`src/rtl/fft_pkg.sv`:
```
// Shared types and elaboration helpers for the FFT peak tracker.
package fft_pkg;

  typedef enum logic [1:0] {
    IDLE   = 2'd0,
    SCAN   = 2'd1,
    FLUSH  = 2'd2,
    DECIDE = 2'd3
  } state_e;

  // Width of |re| + |im| without overflow.
  function automatic int unsigned mag_w(input int unsigned bit_width);
    return bit_width + 1;
  endfunction

  // Scan window must be non-empty, within the lower half-spectrum, and addressable.
  function automatic bit params_legal(input int unsigned n,
                                      input int unsigned fft_size,
                                      input int unsigned min_bin,
                                      input int unsigned max_bin,
                                      input int unsigned stable_frames);
    return (fft_size == (32'd1 << n)) && (min_bin <= max_bin) &&
           (max_bin < fft_size / 2) && (stable_frames >= 1);
  endfunction

endpackage

```
`src/rtl/note_stabilizer.sv`:
```
// Debounces per-frame peaks into a held note decision with assert/release hysteresis.
module note_stabilizer #(
  parameter int unsigned N             = 9,
  parameter int unsigned TOL           = 1,
  parameter int unsigned STABLE_FRAMES = 3
) (
  input  logic         clk,
  input  logic         reset,
  input  logic         valid_i,
  input  logic         found_i,
  input  logic [N-1:0] bin_i,
  output logic         note_dec,
  output logic [N-1:0] note_bin
);

  localparam int unsigned CW = $clog2(STABLE_FRAMES + 1);
  localparam logic [CW-1:0] SAT = CW'(STABLE_FRAMES);

  logic [N-1:0]  cand_bin_q, cand_bin_d;
  logic [CW-1:0] stable_cnt_q, stable_cnt_d;
  logic [CW-1:0] miss_cnt_q, miss_cnt_d;
  logic          note_dec_q, note_dec_d;
  logic [N-1:0]  note_bin_q, note_bin_d;
  logic [N-1:0]  diff_c;
  logic          match_c;

  always_comb begin
    diff_c  = (bin_i >= cand_bin_q) ? (bin_i - cand_bin_q) : (cand_bin_q - bin_i);
    match_c = found_i && (32'(diff_c) <= TOL);
  end

  // Frame-to-frame tracking; a new stable note overwrites note_bin without dropping note_dec.
  always_comb begin
    cand_bin_d   = cand_bin_q;
    stable_cnt_d = stable_cnt_q;
    miss_cnt_d   = miss_cnt_q;
    note_dec_d   = note_dec_q;
    note_bin_d   = note_bin_q;
    if (valid_i) begin
      if (found_i) begin
        miss_cnt_d = '0;
        if (match_c) begin
          stable_cnt_d = (stable_cnt_q == SAT) ? SAT : stable_cnt_q + CW'(1);
        end else begin
          cand_bin_d   = bin_i;
          stable_cnt_d = CW'(1);
        end
        if (stable_cnt_d == SAT) begin
          note_dec_d = 1'b1;
          note_bin_d = bin_i;
        end
      end else begin
        stable_cnt_d = '0;
        miss_cnt_d   = (miss_cnt_q == SAT) ? SAT : miss_cnt_q + CW'(1);
        if (miss_cnt_d == SAT) begin
          note_dec_d = 1'b0;
        end
      end
    end
  end

  always_ff @(posedge clk or negedge reset) begin
    if (!reset) begin
      cand_bin_q   <= '0;
      stable_cnt_q <= '0;
      miss_cnt_q   <= '0;
      note_dec_q   <= 1'b0;
      note_bin_q   <= '0;
    end else begin
      cand_bin_q   <= cand_bin_d;
      stable_cnt_q <= stable_cnt_d;
      miss_cnt_q   <= miss_cnt_d;
      note_dec_q   <= note_dec_d;
      note_bin_q   <= note_bin_d;
    end
  end

  assign note_dec = note_dec_q;
  assign note_bin = note_bin_q;

endmodule

```
`src/rtl/fft_peak_tracker.sv`:
```
// Scans a bin window of the FFT result RAM, finds the strongest L1-magnitude bin
// above a threshold, and feeds it to the note stabilizer.
module fft_peak_tracker
  import fft_pkg::*;
#(
  parameter int unsigned BIT_WIDTH     = 16,
  parameter int unsigned N             = 9,
  parameter int unsigned FFT_SIZE      = 512,
  parameter int unsigned MIN_BIN       = 4,
  parameter int unsigned MAX_BIN       = 255,
  parameter int unsigned TOL           = 1,
  parameter int unsigned STABLE_FRAMES = 3
) (
  input  logic                          clk,
  input  logic                          reset,
  input  logic                          fft_done,
  output logic [N-1:0]                  rd_addr,
  input  logic signed [BIT_WIDTH-1:0]   re_in,
  input  logic signed [BIT_WIDTH-1:0]   im_in,
  input  logic [mag_w(BIT_WIDTH)-1:0]   threshold,
  output logic                          busy,
  output logic                          peak_valid,
  output logic                          peak_found,
  output logic [N-1:0]                  peak_bin,
  output logic [mag_w(BIT_WIDTH)-1:0]   peak_mag,
  output logic                          note_dec,
  output logic [N-1:0]                  note_bin,
  output logic                          overrun
);

  localparam int unsigned MW = mag_w(BIT_WIDTH);
  localparam logic [N-1:0] MIN_ADDR = N'(MIN_BIN);
  localparam logic [N-1:0] MAX_ADDR = N'(MAX_BIN);

  if (!params_legal(N, FFT_SIZE, MIN_BIN, MAX_BIN, STABLE_FRAMES)) begin : g_param_check
    $error("fft_peak_tracker: illegal bin window or size parameters");
  end

  state_e            state_q, state_d;
  logic [N-1:0]      rd_addr_q, rd_addr_d;
  logic              cmp_en_q, cmp_en_d;
  logic [N-1:0]      cmp_bin_q, cmp_bin_d;
  logic [MW-1:0]     thr_q, thr_d;
  logic [MW-1:0]     max_mag_q, max_mag_d;
  logic [N-1:0]      max_bin_q, max_bin_d;
  logic              busy_q, busy_d;
  logic              peak_valid_q, peak_valid_d;
  logic              peak_found_q, peak_found_d;
  logic [N-1:0]      peak_bin_q, peak_bin_d;
  logic [MW-1:0]     peak_mag_q, peak_mag_d;
  logic              overrun_q, overrun_d;
  logic [BIT_WIDTH-1:0] abs_re_c, abs_im_c;
  logic [MW-1:0]     mag_c;

  // RAM output register holds the sample; magnitude is formed straight from it.
  always_comb begin
    abs_re_c = re_in[BIT_WIDTH-1] ? $unsigned(-re_in) : $unsigned(re_in);
    abs_im_c = im_in[BIT_WIDTH-1] ? $unsigned(-im_in) : $unsigned(im_in);
    mag_c    = MW'(abs_re_c) + MW'(abs_im_c);
  end

  always_ff @(posedge clk or negedge reset) begin
    if (!reset) begin
      state_q <= IDLE;
    end else begin
      state_q <= state_d;
    end
  end

  always_comb begin
    state_d = state_q;
    case (state_q)
      IDLE:    if (fft_done) state_d = SCAN;
      SCAN:    if (rd_addr_q == MAX_ADDR) state_d = FLUSH;
      FLUSH:   state_d = DECIDE;
      DECIDE:  state_d = IDLE;
      default: state_d = IDLE;
    endcase
  end

  always_comb begin
    rd_addr_d    = rd_addr_q;
    cmp_en_d     = (state_q == SCAN);
    cmp_bin_d    = rd_addr_q;
    thr_d        = thr_q;
    max_mag_d    = max_mag_q;
    max_bin_d    = max_bin_q;
    busy_d       = (state_d != IDLE);
    peak_valid_d = 1'b0;
    peak_found_d = peak_found_q;
    peak_bin_d   = peak_bin_q;
    peak_mag_d   = peak_mag_q;
    overrun_d    = fft_done && (state_q != IDLE);

    // Strict compare keeps the lowest bin on ties.
    if (cmp_en_q && (mag_c > max_mag_q)) begin
      max_mag_d = mag_c;
      max_bin_d = cmp_bin_q;
    end

    case (state_q)
      IDLE: begin
        if (fft_done) begin
          rd_addr_d = MIN_ADDR;
          thr_d     = threshold;
          max_mag_d = '0;
          max_bin_d = '0;
        end
      end
      SCAN: begin
        if (rd_addr_q != MAX_ADDR) rd_addr_d = rd_addr_q + N'(1);
      end
      DECIDE: begin
        peak_valid_d = 1'b1;
        peak_found_d = (max_mag_q >= thr_q);
        peak_bin_d   = peak_found_d ? max_bin_q : '0;
        peak_mag_d   = peak_found_d ? max_mag_q : '0;
      end
      default: ;
    endcase
  end

  always_ff @(posedge clk or negedge reset) begin
    if (!reset) begin
      rd_addr_q    <= '0;
      cmp_en_q     <= 1'b0;
      cmp_bin_q    <= '0;
      thr_q        <= '0;
      max_mag_q    <= '0;
      max_bin_q    <= '0;
      busy_q       <= 1'b0;
      peak_valid_q <= 1'b0;
      peak_found_q <= 1'b0;
      peak_bin_q   <= '0;
      peak_mag_q   <= '0;
      overrun_q    <= 1'b0;
    end else begin
      rd_addr_q    <= rd_addr_d;
      cmp_en_q     <= cmp_en_d;
      cmp_bin_q    <= cmp_bin_d;
      thr_q        <= thr_d;
      max_mag_q    <= max_mag_d;
      max_bin_q    <= max_bin_d;
      busy_q       <= busy_d;
      peak_valid_q <= peak_valid_d;
      peak_found_q <= peak_found_d;
      peak_bin_q   <= peak_bin_d;
      peak_mag_q   <= peak_mag_d;
      overrun_q    <= overrun_d;
    end
  end

  note_stabilizer #(
    .N            (N),
    .TOL          (TOL),
    .STABLE_FRAMES(STABLE_FRAMES)
  ) u_stab (
    .clk     (clk),
    .reset   (reset),
    .valid_i (peak_valid_d),
    .found_i (peak_found_d),
    .bin_i   (peak_bin_d),
    .note_dec(note_dec),
    .note_bin(note_bin)
  );

  assign rd_addr    = rd_addr_q;
  assign busy       = busy_q;
  assign peak_valid = peak_valid_q;
  assign peak_found = peak_found_q;
  assign peak_bin   = peak_bin_q;
  assign peak_mag   = peak_mag_q;
  assign overrun    = overrun_q;

endmodule
```
`config.mk`:
```
export PLATFORM = sky130hd
export DESIGN_NAME = fft_peak_tracker
export DESIGN_NICKNAME = d
export VERILOG_FILES = /design/src/rtl/fft_pkg.sv /design/src/rtl/note_stabilizer.sv /design/src/rtl/fft_peak_tracker.sv
export SDC_FILE = /design/constraint.sdc
export NUM_CORES = 1
export LEC_CHECK = 0
export ABC_AREA = 1
export CAP_MARGIN = 10
export CORE_AREA = 8 8 154 156
export DETAILED_ROUTE_END_ITERATION = 6
export DIE_AREA = 0 0 162 164
export PLACE_DENSITY = 0.62
export SETUP_SLACK_MARGIN = 0.2
export SLEW_MARGIN = 30
export SYNTH_ARGS = -nofsm -noshare
export SYNTH_HDL_FRONTEND = slang
export SYNTH_SLANG_ARGS = --single-unit
```
`constraint.sdc`:
```
create_clock -name clk -period 5.4 [get_ports clk]
set_input_delay 1.62 -clock clk [delete_from_list [all_inputs] [get_ports clk]]
set_output_delay 1.62 -clock clk [all_outputs]
set_load 0.02 [all_outputs]
```
; Word-level counts from Yosys, hierarchy flattened
; Cells that the tools add are included.
[word_totals]
regBits = 117
word_cells = 86
[op_classes]
add_sub_neg = 8
order_cmp = 4
eq_ne = 12
mux = 30
n_bitwise = 1
reduce_logical = 13
[op_table]
columns = op, n
row1 = $mux W9, 8
row2 = $mux W17, 4
row3 = $mux W16, 2
row4 = $neg A16 Y16, 2
row5 = $mux W2, 9
row6 = $pmux W9 S2, 1
row7 = $sub A9 B9 Y9, 2
row8 = $add A16 B16 Y17, 1
row9 = $ge A17 B17 Y1, 1
row10 = $gt A17 B17 Y1, 1
row11 = $eq A2 B2 Y1 const B, 6
row12 = $reduce_and A3 Y1, 4
row13 = $add A9 B1 Y9 const B, 1
row14 = $eq A9 B8 Y1 const B, 1
row15 = $ge A9 B9 Y1, 1
row16 = $le A9 B1 Y1 const B, 1
row17 = $ne A9 B8 Y1 const B, 1
row18 = $pmux W2 S4, 1
row19 = $reduce_bool A2 Y1, 4
row20 = $mux W1, 5
row21 = $add A2 B1 Y2 const B, 2
row22 = $ne A2 B1 Y1 const B, 2
row23 = $logic_and A1 B1 Y1, 3
row24 = $eq A2 B1 Y1 const B, 1
row25 = 4 further kinds, 4

; Depth between registers and ports, before layout
[depth]
ltp_word = 13
depth_mapped = 32
ltp_nobuf = 31

; Hierarchy
; From an unflattened synthesis, not the netlist that was laid out.
[unflattened]
cells_unflattened = 1159
area_unflattened_um2 = 8287.9
[modules_own_cells]
columns = mod, n_inst, cells_each, area_each_um2, seq_area_each_um2
row1 = fft_peak_tracker, 1, 874, 6336.1, 2352.3
row2 = note_stabilizer, 1, 285, 1951.9, 575.6

; Worst setup path after synthesis
; Ideal clock, no wire load.
[synth_timing]
path_type = input to register
start = in re_in[0]
end = reg max_mag_q[15]
setup_ps = 120
t_arrival_ps = 4923
slack_ps = 357
path_stages = 20
path_buffers = 1
path_cell_list = inv_1 -> ha_1 -> nand2_1 -> o21ai_0 -> fa_1 -> a21oi_1 -> o21bai_1 -> nand2_1 -> nand2_1 -> a21boi_0 -> o21a_1 -> xnor2_1 -> ha_1 -> nand4_1 -> o41a_1 -> nand2_1 -> inv_1 -> buf_2 -> o21ai_0 -> nor2_1
[synth_via]
elab_chain_cells = 8
[synth_lines]
columns = item, line
row1 = "start, declared", fft_peak_tracker.sv:18  ; input logic signed [BIT_WIDTH-1:0] re_in,
row2 = $neg A16 Y16, fft_peak_tracker.sv:57  ; abs_re_c = re_in[BIT_WIDTH-1] ? $unsigned(-re_in) : $unsigned(re_in);
row3 = $mux W16 *, fft_peak_tracker.sv:57
row4 = $add A16 B16 Y17 *, fft_peak_tracker.sv:59  ; mag_c = MW'(abs_re_c) + MW'(abs_im_c);
row5 = $gt A17 B17 Y1, fft_peak_tracker.sv:96  ; if (cmp_en_q && (mag_c > max_mag_q)) begin
row6 = $logic_and A1 B1 Y1, fft_peak_tracker.sv:96
row7 = $mux W17 *, fft_peak_tracker.sv:96
row8 = $mux W17, fft_peak_tracker.sv:103  ; if (fft_done) begin
row9 = $mux W17 *, fft_peak_tracker.sv:101  ; case (state_q)
row10 = via max_mag_d[15], fft_peak_tracker.sv:44  ; logic [MW-1:0] max_mag_q, max_mag_d;
row11 = "end signal, assigned", fft_peak_tracker.sv:142  ; max_mag_q <= max_mag_d;
row12 = "end, declared", fft_peak_tracker.sv:44
; Mark *: on every way through the listed nets, which the timed path passes. The rest lies on a longest branch.
; A chain may end at the register's enable or synchronous reset.

; Final worst setup path
[layout_timing]
start = in im_in[1]
end = reg max_mag_q[2]
[layout_via]
elab_chain_cells = 8
[layout_lines]
columns = item, line
row1 = "start, declared", fft_peak_tracker.sv:19  ; input logic signed [BIT_WIDTH-1:0] im_in,
row2 = $neg A16 Y16, fft_peak_tracker.sv:58  ; abs_im_c = im_in[BIT_WIDTH-1] ? $unsigned(-im_in) : $unsigned(im_in);
row3 = $mux W16 *, fft_peak_tracker.sv:58
row4 = $add A16 B16 Y17 *, fft_peak_tracker.sv:59
row5 = $gt A17 B17 Y1, fft_peak_tracker.sv:96
row6 = $logic_and A1 B1 Y1, fft_peak_tracker.sv:96
row7 = $mux W17 *, fft_peak_tracker.sv:96
row8 = $mux W17, fft_peak_tracker.sv:103
row9 = $mux W17 *, fft_peak_tracker.sv:101
row10 = via max_mag_d[2], fft_peak_tracker.sv:44
; Marks and branches as above.

==> summary.md <==
| Metric | Value |
|---|---|
| Post-synthesis sequential area ratio | 0.381 |
| FMAX | 202 MHz |
| Total number of vias | 6866 |
| CTS tree | yes |
| I/O pin count | approximately 100 |
| Max Slew Vio Count | 0 |
| Core Footprint | around 0.021 sq mm |
| Final nets | between 1k and 1.5k |
| Max VDD drop | roughly 0.20 mV |
| Worst Max-Slew Pin Slew | 0.736 ns |
| Yosys top cell area share | 0.381 |
| # rows | between 50 and 60 |
| Synth-to-Final Area Change | 35.1% |
| Most frequent cells in the layout | 209 x nand2_1, 129 x inv_1, 117 x dfrtp_1 |
| Final HPWL from detailed placement | ~16000 um |
| Share of cells above drive strength 1 | 0.168 |
| Worst clock skew | approximately 0.0086 ns |
| Seq cells post-synth | 117 |
| Post-route insts no fill | between 1k and 1.5k |
| Post-route ant nets | 0 |
| Synthesized area | about 0.0077 sq mm |
| WL/cell | between 10 and 15 um |
| Post-synth top area cell | dfrtp_1 |
| Avg Synthesized Cell Area | between 7 and 8 sq um |
| Hold-critical path endpoint | cmp_bin_q[3] |
| Longest Clk Path Bufs | 2 |
| Crit Path Max Fanout | 5 |
| Reg2reg end | u_stab.note_dec |
| Ranking of synthesized cells by area | dfrtp_1 38%, ha_1 12%, nand2_1 10% |
| Launching element type of the critical path | input port |
| Vias/cell | around 4.7 |
| CP Capture Type | register |
| Vias in the first global route | 6754 |
| Pin count of the biggest net entering global routing | 59 |
| Gr usage total | 0.152 |
| Initial DRC count | approximately 330 |
| Worst R2R Start | max_mag_q[16] |
| Syn_nets | 1117 |
| Die area | approximately 0.027 sq mm |
| First-pass GRT wire length | 32900 um |
| Final setup fails | 0 |
| CTS Hold Bufs | 0 |
| DR pass1 iterations | 5 |
| Total negative slack | 0 ns |
| Max-cap violations | 0 |
| Leakage Power | roughly 0.0054 uW |
| Starting Density | 0.360 |
| Worst Hold Class | register to register |
| Worst EP required | roughly 5.7 ns |
| GR Overflow Total | 0 |
| Die Height | roughly 160 um |
| Initial antenna violation count | 0 |
| Yosys warning count | 0 |
| Final worst slack | ~0.44 ns |
| # port buffers | 100 |
| Most common cell after layout, fill and taps aside | nand2_1 |
| Status | completed |
| Drt drc | 0 |
| Die W | roughly 160 um |
| Pwr dens | 330 mW/mm^2 |
| Max H-tree Level | 4 |
| Clk_lat worst skew | roughly 0.4 ns |
| Gate Count Post-Synth | around 1000 |
| Main flop type after synthesis | dfrtp_1 |
| Fin crit share | 0.918 |
| Crit path DAT | approximately 5.3 ns |
| Clk pin slew, worst setup/hold paths | around 0.060 ns |
| Root Buffer | clkbuf_16 |
| Critical path class | input port to register |
| HP Start | rd_addr[3] |
| CTS sink count | ~120 |
| Relative slew slack | 0.509 |
| Final min period | 4.96 ns |
| Placed insts | around 1.4k |
| RSZ-0062 raised after global routing | no |
| Post-synth cell types | 41 |
| Pre-CTS setup slack | -0.338 ns |
| GP Congestion | between 0.8 and 0.9 |
| Synth async-reset ratio | 1.00 |
| Post-synth EDFFs | 0 |
| Num CTS Buffers | 17 |
| Antenna Cells | 0 |
| Worst r2r path cells | 28 |
| WL final | between 15000 and 20000 um |
| Hold path depth | 0 |
| Final hold violations | 0 |
| Setup slack, reg-to-reg | 0.98 ns |
## final cells by class
cell class / count / area, sq um
Clock buffer: 21 / 460
Clock inverter: 11 / 101
Fill cell: 2077 / 11000
Inverter: 141 / 532
Multi-Input combinational cell: 711 / 4310
Sequential cell: 117 / 2930
Tap cell: 280 / 350
Timing Repair Buffer: 180 / 1700
## Yosys cell counts (3+ instances only)
cell type,n
buf_2,3
fa_1,3
ha_1,71
o21bai_1,4
dfrtp_1,117
nor3_1,9
xor2_1,26
nor2_1,102
nor2_2,7
mux2i_1,9
xnor2_1,14
o31ai_1,5
nand2_1,213
clkbuf_1,15
inv_1,137
buf_6,3
a211oi_1,3
a21oi_1,56
nand2_2,13
o21a_1,4
nand3b_1,3
nand4_1,9
o21ai_0,94
inv_2,4
nand3_1,46
## where the power goes
group	switching (uW)	internal (uW)	total [uW]
registers	94.1	977	1070
logic	672	623	1290
clock network	404	657	1060
total	1170	2260	3430
## worst max path at each step
stage	start	end	slack [ns]	depth (start not counted)
3_5_place_dp	re_in[0]	max_mag_q[16]	-0.34	22
6_report	im_in[1]	max_mag_q[2]	0.44	26
5_1_grt	im_in[3]	max_mag_q[2]	0.15	25
4_1_cts	re_in[0]	max_mag_q[1]	0.20	28
3_3_place_gp	re_in[0]	max_mag_q[16]	-0.22	22
2_1_floorplan	re_in[0]	max_mag_q[15]	0.36	20
## through the flow
step	util	instance area, sq um	power (uW)	hold WS [ns]
after floorplan	-	7680	1710	0.453
after global placement	0.443	9450	2110	0.425
after detailed placement	0.443	9450	2130	0.429
after CTS	0.471	10000	3230	0.443
after global routing	0.486	10400	3660	0.456
final	0.486	10400	3430	0.441
## flip-flops by register name, summed over array words and instances (netlist names), 2 cells and up
signal / cells
max_mag_q: 17
peak_mag: 17
thr_q: 17
cmp_bin_q: 9
max_bin_q: 9
peak_bin: 9
rd_addr: 9
u_stab.cand_bin_q: 9
u_stab.note_bin: 9
state_q: 2
u_stab.miss_cnt_q: 2
u_stab.stable_cnt_q: 2
## worst max-delay path, stage by stage
cell	delay, ns
buf_6	0.10
inv_2	0.07
ha_4	0.15
nand2_4	0.05
nor2_4	0.12
nand4_1	0.13
nor2_1	0.13
nand2_1	0.09
o31ai_2	0.25
xor2_1	0.24
ha_1	0.31
nand2_1	0.09
nor2_2	0.04
a211oi_2	0.19
o21ai_1	0.10
xor2_1	0.27
ha_1	0.30
nand2_1	0.09
nor2_1	0.05
a211oi_1	0.21
nand2_1	0.12
nand2_4	0.17
inv_4	0.06
buf_6	0.13
o21ai_2	0.12
nor2_1	0.06
## kinds of logic after synthesis
| family | Yosys count | share of synthesized area |
|---|---|---|
| fa+ha+maj | 74 | 0.123 |
| flops | 117 | 0.381 |
| mux | 9 | 0.0117 |
| xor+xnor | 40 | 0.0456 |
| buf+inv | 163 | 0.0830 |
| compound gates | 175 | 0.123 |
| simple gates | 413 | 0.232 |
## repair_timing
item                       in CTS  in global routing
resized for setup              14                100
pin swaps                       6                 45
gates cloned                    0                  2
hold endpoints to repair        0                  0
setup endpoints to repair      26                 26
buffers inserted                2                  6
## layer usage
metal,track usage,up-vias,share of wire
li1,-,3560,-
met1,0.193,3153,0.47
met2,0.258,130,0.48
met3,0.0311,23,0.038
met4,0.0396,0,0.019
met5,0,-,0
Power figures use the tool's default switching activity.
